File: config.mk
export PLATFORM = sky130hd
export DESIGN_NAME = spi_nor_flash_responder
export DESIGN_NICKNAME = d
export VERILOG_FILES = /design/src/rtl/spi_nor_flash_responder_pkg.sv /design/src/rtl/spi_nor_flash_responder_pin_sync.sv /design/src/rtl/spi_nor_flash_responder.sv
export SDC_FILE = /design/constraint.sdc
export NUM_CORES = 2
export LEC_CHECK = 0
export ABC_CLOCK_PERIOD_IN_PS = 25700
export CAP_MARGIN = 40
export CORE_MARGIN = 3
export CORE_UTILIZATION = 45
export CTS_CLUSTER_SIZE = 25
export DETAILED_ROUTE_END_ITERATION = 8
export PLACE_DENSITY_LB_ADDON = 0.08
export SETUP_SLACK_MARGIN = 0.15
export SYNTH_ARGS = -nofsm -noshare
export SYNTH_HDL_FRONTEND = slang
export SYNTH_SLANG_ARGS = --single-unit
File: constraint.sdc
create_clock -name crystalClk -period 25.7 [get_ports crystalClk]
set_clock_uncertainty 0.1 [all_clocks]
set_input_delay 6.425 -clock crystalClk [delete_from_list [all_inputs] [get_ports crystalClk]]
set_output_delay 6.425 -clock crystalClk [all_outputs]
set_load 0.02 [all_outputs]
File: src/rtl/spi_nor_flash_responder_pkg.sv
// Shared definitions for the SPI NOR flash responder.
// Holds the opcode set (common with the serial controller), FSM state
// encodings and status register bit positions.
package spi_nor_flash_responder_pkg;

   localparam logic [7:0] OP_RSTEN = 8'h66;
   localparam logic [7:0] OP_RST   = 8'h99;
   localparam logic [7:0] OP_WREN  = 8'h06;
   localparam logic [7:0] OP_RDSR  = 8'h05;
   localparam logic [7:0] OP_RDCR  = 8'h35;
   localparam logic [7:0] OP_RDID  = 8'h9F;
   localparam logic [7:0] OP_PP    = 8'h02;
   localparam logic [7:0] OP_READ  = 8'h03;

   localparam logic [2:0] ST_IDLE     = 3'd0;
   localparam logic [2:0] ST_CMD      = 3'd1;
   localparam logic [2:0] ST_ADDR     = 3'd2;
   localparam logic [2:0] ST_DATA_OUT = 3'd3;
   localparam logic [2:0] ST_DATA_IN  = 3'd4;
   localparam logic [2:0] ST_IGNORE   = 3'd5;

   localparam int STAT_WIP = 0;
   localparam int STAT_WEL = 1;

   // RDID byte sequence: ID MSB byte first, then zeros once exhausted.
   function automatic logic [7:0] jedec_byte(input logic [23:0] id, input logic [1:0] idx);
      logic [7:0] b;
      case (idx)
         2'd0:    b = id[23:16];
         2'd1:    b = id[15:8];
         2'd2:    b = id[7:0];
         default: b = 8'h00;
      endcase
      return b;
   endfunction

endpackage

File: src/rtl/spi_nor_flash_responder_pin_sync.sv
// Pin conditioning for the SPI responder.
// Two-flop synchronisers on CS_n, MCLK and MOSI, plus single-cycle
// rise/fall pulses on the synchronised MCLK.
// Ports: clk_i, rst_i (sync, active high), cs_n_i/mclk_i/mosi_i raw pins;
//        cs_n_s, mosi_s synchronised levels; mclk_rise/mclk_fall pulses.
module spi_pin_sync (
   input  logic clk_i,
   input  logic rst_i,
   input  logic cs_n_i,
   input  logic mclk_i,
   input  logic mosi_i,
   output logic cs_n_s,
   output logic mclk_rise,
   output logic mclk_fall,
   output logic mosi_s
);

   logic [1:0] cs_q;
   logic [2:0] mclk_q;
   logic [1:0] mosi_q;

   always_ff @(posedge clk_i) begin
      if (rst_i) begin
         cs_q   <= 2'b11;
         mclk_q <= 3'b000;
         mosi_q <= 2'b00;
      end else begin
         cs_q   <= {cs_q[0], cs_n_i};
         mclk_q <= {mclk_q[1:0], mclk_i};
         mosi_q <= {mosi_q[0], mosi_i};
      end
   end

   // MOSI goes through the same depth as MCLK so the sampled bit lines up
   // with the rise pulse.
   assign cs_n_s    = cs_q[1];
   assign mosi_s    = mosi_q[1];
   assign mclk_rise =  mclk_q[1] & ~mclk_q[2];
   assign mclk_fall = ~mclk_q[1] &  mclk_q[2];

endmodule

File: src/rtl/spi_nor_flash_responder.sv
// Behavioural SPI NOR flash target (SPI mode 0) clocked by crystalClk.
// Ports: crystalClk clock, reset (sync, active high), CS_n/MCLK/MOSI from
//        the controller, MISO back to it, status_out = {6'b0, WEL, WIP},
//        cmd_valid one-cycle opcode strobe, cmd_code last opcode (held).
//
// state       | meaning
// ------------+-----------------------------------------------------------
// ST_IDLE     | deselected, waiting for CS_n low
// ST_CMD      | shifting in the opcode byte
// ST_ADDR     | shifting in the 24-bit address (READ/PP)
// ST_DATA_OUT | shifting out RDSR/RDCR/RDID/READ bytes
// ST_DATA_IN  | programming PP data bytes into memory
// ST_IGNORE   | MISO held low until CS_n rises
module spi_nor_flash_responder
   import spi_nor_flash_responder_pkg::*;
#(
   parameter int          ADDR_BITS   = 8,
   parameter logic [23:0] JEDEC_ID    = 24'hEF4017,
   parameter logic [7:0]  CFG_REG     = 8'h02,
   parameter int          PROG_CYCLES = 64
) (
   input  logic       crystalClk,
   input  logic       reset,
   input  logic       CS_n,
   input  logic       MCLK,
   input  logic       MOSI,
   output logic       MISO,
   output logic [7:0] status_out,
   output logic       cmd_valid,
   output logic [7:0] cmd_code
);

   localparam int TW = $clog2(PROG_CYCLES + 1);
   localparam logic [ADDR_BITS-1:0] ADDR_ONE  = {{(ADDR_BITS-1){1'b0}}, 1'b1};
   localparam logic [ADDR_BITS-1:0] PAGE_MASK = (ADDR_BITS >= 8) ? ADDR_BITS'(8'hFF) : '1;

   logic cs_n_s, mclk_rise, mclk_fall, mosi_s;

   spi_pin_sync u_pin_sync (
      .clk_i     (crystalClk),
      .rst_i     (reset),
      .cs_n_i    (CS_n),
      .mclk_i    (MCLK),
      .mosi_i    (MOSI),
      .cs_n_s    (cs_n_s),
      .mclk_rise (mclk_rise),
      .mclk_fall (mclk_fall),
      .mosi_s    (mosi_s)
   );

   logic [2:0]           state_q, state_d;
   logic [2:0]           bit_cnt_q, bit_cnt_d;
   logic [1:0]           byte_cnt_q, byte_cnt_d;
   logic [7:0]           rx_q, rx_d;
   logic [7:0]           tx_q, tx_d;
   logic [ADDR_BITS-1:0] addr_q, addr_d;
   logic                 load_q, load_d;
   logic                 miso_q, miso_d;
   logic                 wel_q, wel_d;
   logic                 wip_q, wip_d;
   logic [TW-1:0]        timer_q, timer_d;
   logic                 armed_q, armed_d;
   logic                 cmd_valid_q, cmd_valid_d;
   logic [7:0]           cmd_code_q, cmd_code_d;

   // Stored inverted so the all-zero power-up content of the array reads as
   // erased FFh; reset never touches it.
   logic [7:0]           mem_inv [0:2**ADDR_BITS-1];
   logic                 mem_we;
   logic [7:0]           mem_wdata_inv;

   logic [7:0]           rx_next;
   logic                 byte_done;
   logic [7:0]           status;

   assign rx_next   = {rx_q[6:0], mosi_s};
   assign byte_done = mclk_rise && (bit_cnt_q == 3'd7);
   always_comb begin
      status = 8'h00;
      status[STAT_WEL] = wel_q;
      status[STAT_WIP] = wip_q;
   end

   always_comb begin
      state_d       = state_q;
      bit_cnt_d     = bit_cnt_q;
      byte_cnt_d    = byte_cnt_q;
      rx_d          = rx_q;
      tx_d          = tx_q;
      addr_d        = addr_q;
      load_d        = 1'b0;
      miso_d        = miso_q;
      wel_d         = wel_q;
      wip_d         = wip_q;
      timer_d       = timer_q;
      armed_d       = armed_q;
      cmd_valid_d   = 1'b0;
      cmd_code_d    = cmd_code_q;
      mem_we        = 1'b0;
      mem_wdata_inv = mem_inv[addr_q] | ~rx_next;

      if (wip_q) begin
         if (timer_q == TW'(1)) begin
            wip_d   = 1'b0;
            wel_d   = 1'b0;
            timer_d = '0;
         end else begin
            timer_d = timer_q - TW'(1);
         end
      end

      // Byte reload one cycle after the completing rise, from the registered
      // address; the following MCLK fall is always later than this.
      if (load_q) begin
         case (cmd_code_q)
            OP_RDSR: tx_d = status;
            OP_RDCR: tx_d = CFG_REG;
            OP_RDID: tx_d = jedec_byte(JEDEC_ID, byte_cnt_q);
            default: tx_d = ~mem_inv[addr_q];
         endcase
      end

      if (cs_n_s) begin
         state_d   = ST_IDLE;
         bit_cnt_d = '0;
         miso_d    = 1'b0;
         if (state_q == ST_DATA_IN && byte_cnt_q != 2'd0) begin
            wip_d   = 1'b1;
            timer_d = TW'(PROG_CYCLES);
         end
      end else begin
         if (mclk_rise) begin
            rx_d      = rx_next;
            bit_cnt_d = bit_cnt_q + 3'd1;
         end
         if (mclk_fall && state_q == ST_DATA_OUT) begin
            miso_d = tx_q[7];
            tx_d   = {tx_q[6:0], 1'b0};
         end
         case (state_q)
            ST_IDLE: begin
               state_d   = ST_CMD;
               bit_cnt_d = '0;
               miso_d    = 1'b0;
            end
            ST_CMD: if (byte_done) begin
               cmd_valid_d = 1'b1;
               cmd_code_d  = rx_next;
               armed_d     = 1'b0;
               byte_cnt_d  = '0;
               state_d     = ST_IGNORE;
               if (!wip_q || rx_next == OP_RDSR) begin
                  case (rx_next)
                     OP_RSTEN: armed_d = 1'b1;
                     OP_RST: if (armed_q) begin
                        wel_d   = 1'b0;
                        wip_d   = 1'b0;
                        timer_d = '0;
                     end
                     OP_WREN: wel_d = 1'b1;
                     OP_RDSR, OP_RDCR, OP_RDID: begin
                        state_d = ST_DATA_OUT;
                        load_d  = 1'b1;
                     end
                     OP_READ, OP_PP: state_d = ST_ADDR;
                     default: state_d = ST_IGNORE;
                  endcase
               end
            end
            ST_ADDR: begin
               if (mclk_rise) addr_d = {addr_q[ADDR_BITS-2:0], mosi_s};
               if (byte_done) begin
                  byte_cnt_d = byte_cnt_q + 2'd1;
                  if (byte_cnt_q == 2'd2) begin
                     byte_cnt_d = '0;
                     if (cmd_code_q == OP_READ) begin
                        state_d = ST_DATA_OUT;
                        load_d  = 1'b1;
                     end else if (wel_q) begin
                        state_d = ST_DATA_IN;
                     end else begin
                        state_d = ST_IGNORE;
                     end
                  end
               end
            end
            ST_DATA_OUT: if (byte_done) begin
               if (byte_cnt_q != 2'd3) byte_cnt_d = byte_cnt_q + 2'd1;
               if (cmd_code_q == OP_READ) addr_d = addr_q + ADDR_ONE;
               load_d = 1'b1;
            end
            ST_DATA_IN: if (byte_done) begin
               mem_we     = 1'b1;
               byte_cnt_d = 2'd1;
               addr_d     = (addr_q & ~PAGE_MASK) | ((addr_q + ADDR_ONE) & PAGE_MASK);
            end
            default: miso_d = 1'b0;
         endcase
      end
   end

   always_ff @(posedge crystalClk) begin
      if (reset) begin
         state_q     <= ST_IDLE;
         bit_cnt_q   <= '0;
         byte_cnt_q  <= '0;
         rx_q        <= '0;
         tx_q        <= '0;
         addr_q      <= '0;
         load_q      <= 1'b0;
         miso_q      <= 1'b0;
         wel_q       <= 1'b0;
         wip_q       <= 1'b0;
         timer_q     <= '0;
         armed_q     <= 1'b0;
         cmd_valid_q <= 1'b0;
         cmd_code_q  <= '0;
      end else begin
         state_q     <= state_d;
         bit_cnt_q   <= bit_cnt_d;
         byte_cnt_q  <= byte_cnt_d;
         rx_q        <= rx_d;
         tx_q        <= tx_d;
         addr_q      <= addr_d;
         load_q      <= load_d;
         miso_q      <= miso_d;
         wel_q       <= wel_d;
         wip_q       <= wip_d;
         timer_q     <= timer_d;
         armed_q     <= armed_d;
         cmd_valid_q <= cmd_valid_d;
         cmd_code_q  <= cmd_code_d;
      end
   end

   always_ff @(posedge crystalClk) begin
      if (mem_we && !reset) mem_inv[addr_q] <= mem_wdata_inv;
   end

   assign MISO       = miso_q;
   assign status_out = status;
   assign cmd_valid  = cmd_valid_q;
   assign cmd_code   = cmd_code_q;

endmodule

-- Word level (Yosys, flattened, before mapping)
Memory sizes are Yosys's and may differ from the RTL's. A register that Yosys moved wholly into a read port is not among the register bits.
Index checks and enable logic that the tools add are counted.
- bits in registers: 59
- memory bits (writable): 2048
- input port bits: 5
- logic and storage cells: 153
- memories: 1
- add/sub/neg operators: 4
- equality and inequality tests: 29
- multiplexer cells: 67
- bitwise operators: 10
- reduce and logical (&&, ||, !) cells: 25
- memory list (name ; depth ; bits a word ; rd ports ; clocked after memory_dff ; wr ports ; RTL line ; text):
    mem_inv ; 256 ; 8 ; 1 ; 1 ; 1 ; spi_nor_flash_responder.sv:68 ; logic [7:0] mem_inv [0:2**ADDR_BITS-1];
- operator list (cell ; number):
    $mux 8 ; 9
    $pmux 8 s3 ; 3
    $mux 7 ; 9
    $mux 1 ; 30
    $eq 8x2->1 const B ; 3
    $eq 8x3->1 const B ; 3
    $eq 8x8->1 const B ; 3
    $eq 8x6->1 const B ; 2
    $not 8->8 ; 2
    $mux 3 ; 5
    $ne 2x2->1 const B ; 7
    $mux 2 ; 6
    $reduce_or 3->1 ; 4
    $pmux 3 s3 ; 1
    $add 8x1->8 const B ; 1
    $eq 8x7->1 const B ; 1
    $or 8x8->8 ; 1
    $pmux 2 s4 ; 1
    $eq 7x1->1 const B ; 1
    $reduce_and 7->1 ; 1
    $sub 7x1->7 const B ; 1
    $eq 3x2->1 const B ; 2
    $eq 3x3->1 const B ; 2
    $pmux 3 s2 ; 1
    other kinds (24) ; 36

-- Longest topological paths before layout
- word-level depth: 9
- mapped depth: 14

-- Cells and area by module
Synthesis repeated with hierarchy kept, for this count alone.
- cell total of the unflattened synthesis: 4175
- area total of the unflattened synthesis: 82887.0 µm²
- modules (own cells, without submodules) (module ; times used ; cells an instance ; area each (µm²) ; sequential area each (µm²)):
    spi_nor_flash_responder ; 1 ; 4159 ; 82690.6 ; 62700.1
    spi_pin_sync ; 1 ; 16 ; 196.4 ; 140.1

-- Worst setup path before layout
Ideal clock, no wire load.
- path kind: reg-to-reg
- start: register (tool-made name)
- end: memory mem_inv[0][7] (data pin)
- arrival: 12389 ps
- path slack: 10976 ps
- cell stages (with the launch flop): 12
- buffers on the path: 7
- period minus slack after synthesis: 14724 ps
- path through: dfxtp_1 buf_2 buf_6 buf_4 buf_4 buf_4 buf_2 buf_2 a211oi_1 nor4_1 nor3_1 o31ai_1
- RTL lines (element ; RTL line):
    to (decl) ; spi_nor_flash_responder.sv:68

-- Worst setup path after layout
- start: input port reset
- end: memory mem_inv[120][4], enable pin
- cells in the longest elaborated chain, start to end: 4
- RTL lines (element ; RTL line ; text):
    from (decl) ; spi_nor_flash_responder.sv:23 ; input logic reset,
    $logic_not 1->1 ; spi_nor_flash_responder.sv:237 ; if (mem_we && !reset) mem_inv[addr_q] <= mem_wdata_inv;
    $logic_and 1x1->1 ; spi_nor_flash_responder.sv:237 ;
    $mux 1 ; spi_nor_flash_responder.sv:237 ;
    $mux 1 (implied by the code) ; spi_nor_flash_responder.sv:237 ;
Every way passes these cells.

==> run_results.csv <==
group,metric,value,unit
outcome,status,"completed",
floorplan,initial_utilization,0.455,
synthesis,synth-seq-area-share,0.759,
routing,wl_per_cell,37.0,µm
global_routing,antenna_found_initial,11,
global_routing,grt_pass1_vias,41300,
sta,tns,0,ns
setup_path,worstPathArrival,9.64,ns
placed_design,dp_hpwl,155000,µm
floorplan,dieArea,189000,µm²
global_routing,overflow,0,
sta,period_share,0.361,
layout,fin_nets,4150,
floorplan,num_rows,156,
placed_design,place_area,86300,µm²
routing,remaining_drc_errors,0,
routing,drt-initial-drc-count,5971,
layout,layout-drive-gt1-share,0.245,
synthesis,synth.cell_area,82800,µm²
clock_tree,tritoncts,"built",
power,leakage,23.9,nW
routing,wirelength,250000,µm
clock_tree,cts.sinks,2115,
clock_tree,cts_hold_buffers,0,
clock_tree,clk_latency,0.86,ns
power,vdd_drop_max,48.9,µV
setup_path,end_kind,"flip-flop",
sta,finalHoldViolCount,0,
global_routing,grt_max_degree,150,
power,powerDensity,74.2,nW/µm²
synthesis,synthTopCellsByArea,"edfxtp_1 (74%), mux4_2 (15%), dfxtp_1 (1.6%), mux2i_1 (1.4%), nor2_1 (1.4%)",
routing,drtAntennaViolNets,0,
synthesis,netlist_top_cells_count,"edfxtp_1 (2048), mux4_2 (534), nor2_1 (310)",
min_path,min-delay-start,"u_pin_sync.cs_q[0]",
power,total_power,6.94,mW
synthesis,synth.most_common_cell,"edfxtp_1",
sta,setup_viol,0,
synthesis,async_flop_share,0,
global_routing,grt_pass1_wl,346000,µm
layout,syn_to_final_growth,12.9,%
floorplan,io-pin-count,23,
clock_tree,ctsRootBufferMaster,"clkbuf_16",
clock_tree,clkTransAtPathRegs,0.06,ns
routing,via_per_inst,6.22,
floorplan,core_area,182000,µm²
synthesis,synth-seq-cells,2115,
routing,drt_pass1_iterations,8,
setup_path,startpoint,"reset",
routing,dr_total_vias,42100,
floorplan,die_h,435,µm
placed_design,portBuffers,16,
clock_tree,htree_levels,4,
synthesis,yosysTopAreaCell,"edfxtp_1",
synthesis,yosysTopAreaCellShare,0.742,
run,maxCapViolCount,0,
clock_tree,cts_buffers,215,
sta,period_minus_slack,9.27,ns
sta,fmax,108,MHz
synthesis,synth_warnings,0,
sta,rsz0062_at_grt,"no",
clock_tree,cts_setup_buffers,0,
sta,worst_slew_pin_slew,0.992,ns
setup_path,criticalPathCategory,"primary input to flip-flop",
placed_design,gp_congestion,0.883,
sta,slew_viol_final,0,
min_path,hold_path_class,"flip-flop to flip-flop",
synthesis,synth_enable_flop_cells,2048,
layout,stdcell_area,93500,µm²
global_routing,grt_util_all_layers,0.263,
setup_path,path_max_fanout,46,
setup_path,worstPathRequired,26.07,ns
clock_tree,cts_buffer_depth,3,
clock_tree,ctsResizeCount,0,
floorplan,die_w,435,µm
setup_path,start_kind,"primary input",
synthesis,synth_ff_type,"edfxtp_1",
sta,relSlewSlack,0.339,
synthesis,syn-instance-count,3998,
synthesis,avgSynthCellArea,20.7,µm²
synthesis,synth_cell_types,73,
==> per-layer routing <==
metal / GRT usage / vias to the layer above / share of wire / wire [µm]
li1: - / 16900 / - / -
met1: 0.397 / 22700 / 0.43 / 107000
met2: 0.387 / 2212 / 0.45 / 112000
met3: 0.0584 / 345 / 0.093 / 23300
met4: 0.0770 / 2 / 0.030 / 7480
met5: 0 / - / 0.000052 / 13
==> report_power, final <==
part	total [mW]	leakage [nW]	switching, mW	internal, mW
logic	0.00864	5.03	0.00663	0.00200
registers	3.72	15.3	0.000675	3.72
clock network	3.20	3.49	1.35	1.85
==> critical path, stage by stage <==
cell	delay (ns)
buf_2	0.10
buf_4	0.27
or3_1	0.62
nor3b_1	0.75
nand2_1	0.68
nor2_1	0.76
==> cell type report <==
| type | instances | area [µm²] |
|---|---|---|
| fill | 14400 | 88400 |
| sequential | 2115 | 62900 |
| multi-input combinational | 1631 | 18800 |
| clock buffer | 250 | 5580 |
| tap | 2449 | 3060 |
| clock inverter | 152 | 1640 |
| timing repair buffer | 148 | 1560 |
| inverter | 20 | 75.1 |
| antenna | 3 | 7.51 |
==> registers in the layout (all words and copies together), names as in the netlist, 2 cells and up, named ones only <==
name	cells
mem_inv	2048
addr_q	8
cmd_code	8
tx_q	8
rx_q	7
timer_q	7
bit_cnt_q	3
state_q	3
u_pin_sync.mclk_q	3
byte_cnt_q	2
u_pin_sync.cs_q	2
u_pin_sync.mosi_q	2
==> cell usage in the layout, fill, tap and decap left out, drive strengths merged, types with 11 or more instances in the layout <==
master | Yosys | routed
clkdlybuf4s50 | 0 | 15
or3 | 11 | 11
nor3 | 30 | 30
o22ai | 25 | 25
buf | 150 | 131
and3 | 11 | 11
a22oi | 77 | 77
mux4 | 534 | 534
nand2 | 118 | 118
edfxtp | 2048 | 2048
dfxtp | 67 | 67
nand2b | 20 | 20
clkbuf | 87 | 250
bufinv | 0 | 29
nor2b | 32 | 32
a211oi | 16 | 16
a21oi | 72 | 72
ha | 14 | 14
nor2 | 310 | 310
clkinvlp | 0 | 20
mux2i | 117 | 117
o21ai | 38 | 38
clkinv | 2 | 96
nor4 | 12 | 12
nand4 | 13 | 13
nand3 | 30 | 30
mux2 | 16 | 16
inv | 18 | 27
==> per-stage QoR <==
step	setup WS, ns	hold slack, ns	util	std cells
6_report	16.43	0.338	0.514	6768
2_1_floorplan	10.98	0.289	-	4003
5_1_grt	16.32	0.357	0.514	6766
3_5_place_dp	15.66	0.306	0.474	6363
4_1_cts	16.57	0.337	0.514	6765
3_3_place_gp	15.50	0.314	0.471	6331
==> cells by family after synthesis <==
family,Yosys count,share of synthesized area
AOI/OAI and AO/OA,309,0.0253
DFF,2115,0.759
muxes,667,0.162
buffers and inverters,257,0.0175
xor gates and xnor gates,7,0.000740
other,1,0.0000453
and+or+nand+nor,628,0.0341
adders and majority gates,14,0.00211
==> path summary, 6_finish.rpt <==
kind	endpoint	slack, ns	cells past startpoint
setup reg to reg	mem_inv[2][2]	18.01	14
hold reg to reg	u_pin_sync.cs_q[1]	0.34	1
hold / removal	u_pin_sync.cs_q[1]	0.34	1
setup / recovery	mem_inv[120][4]	16.43	6
(Power assumes the default switching activity.)
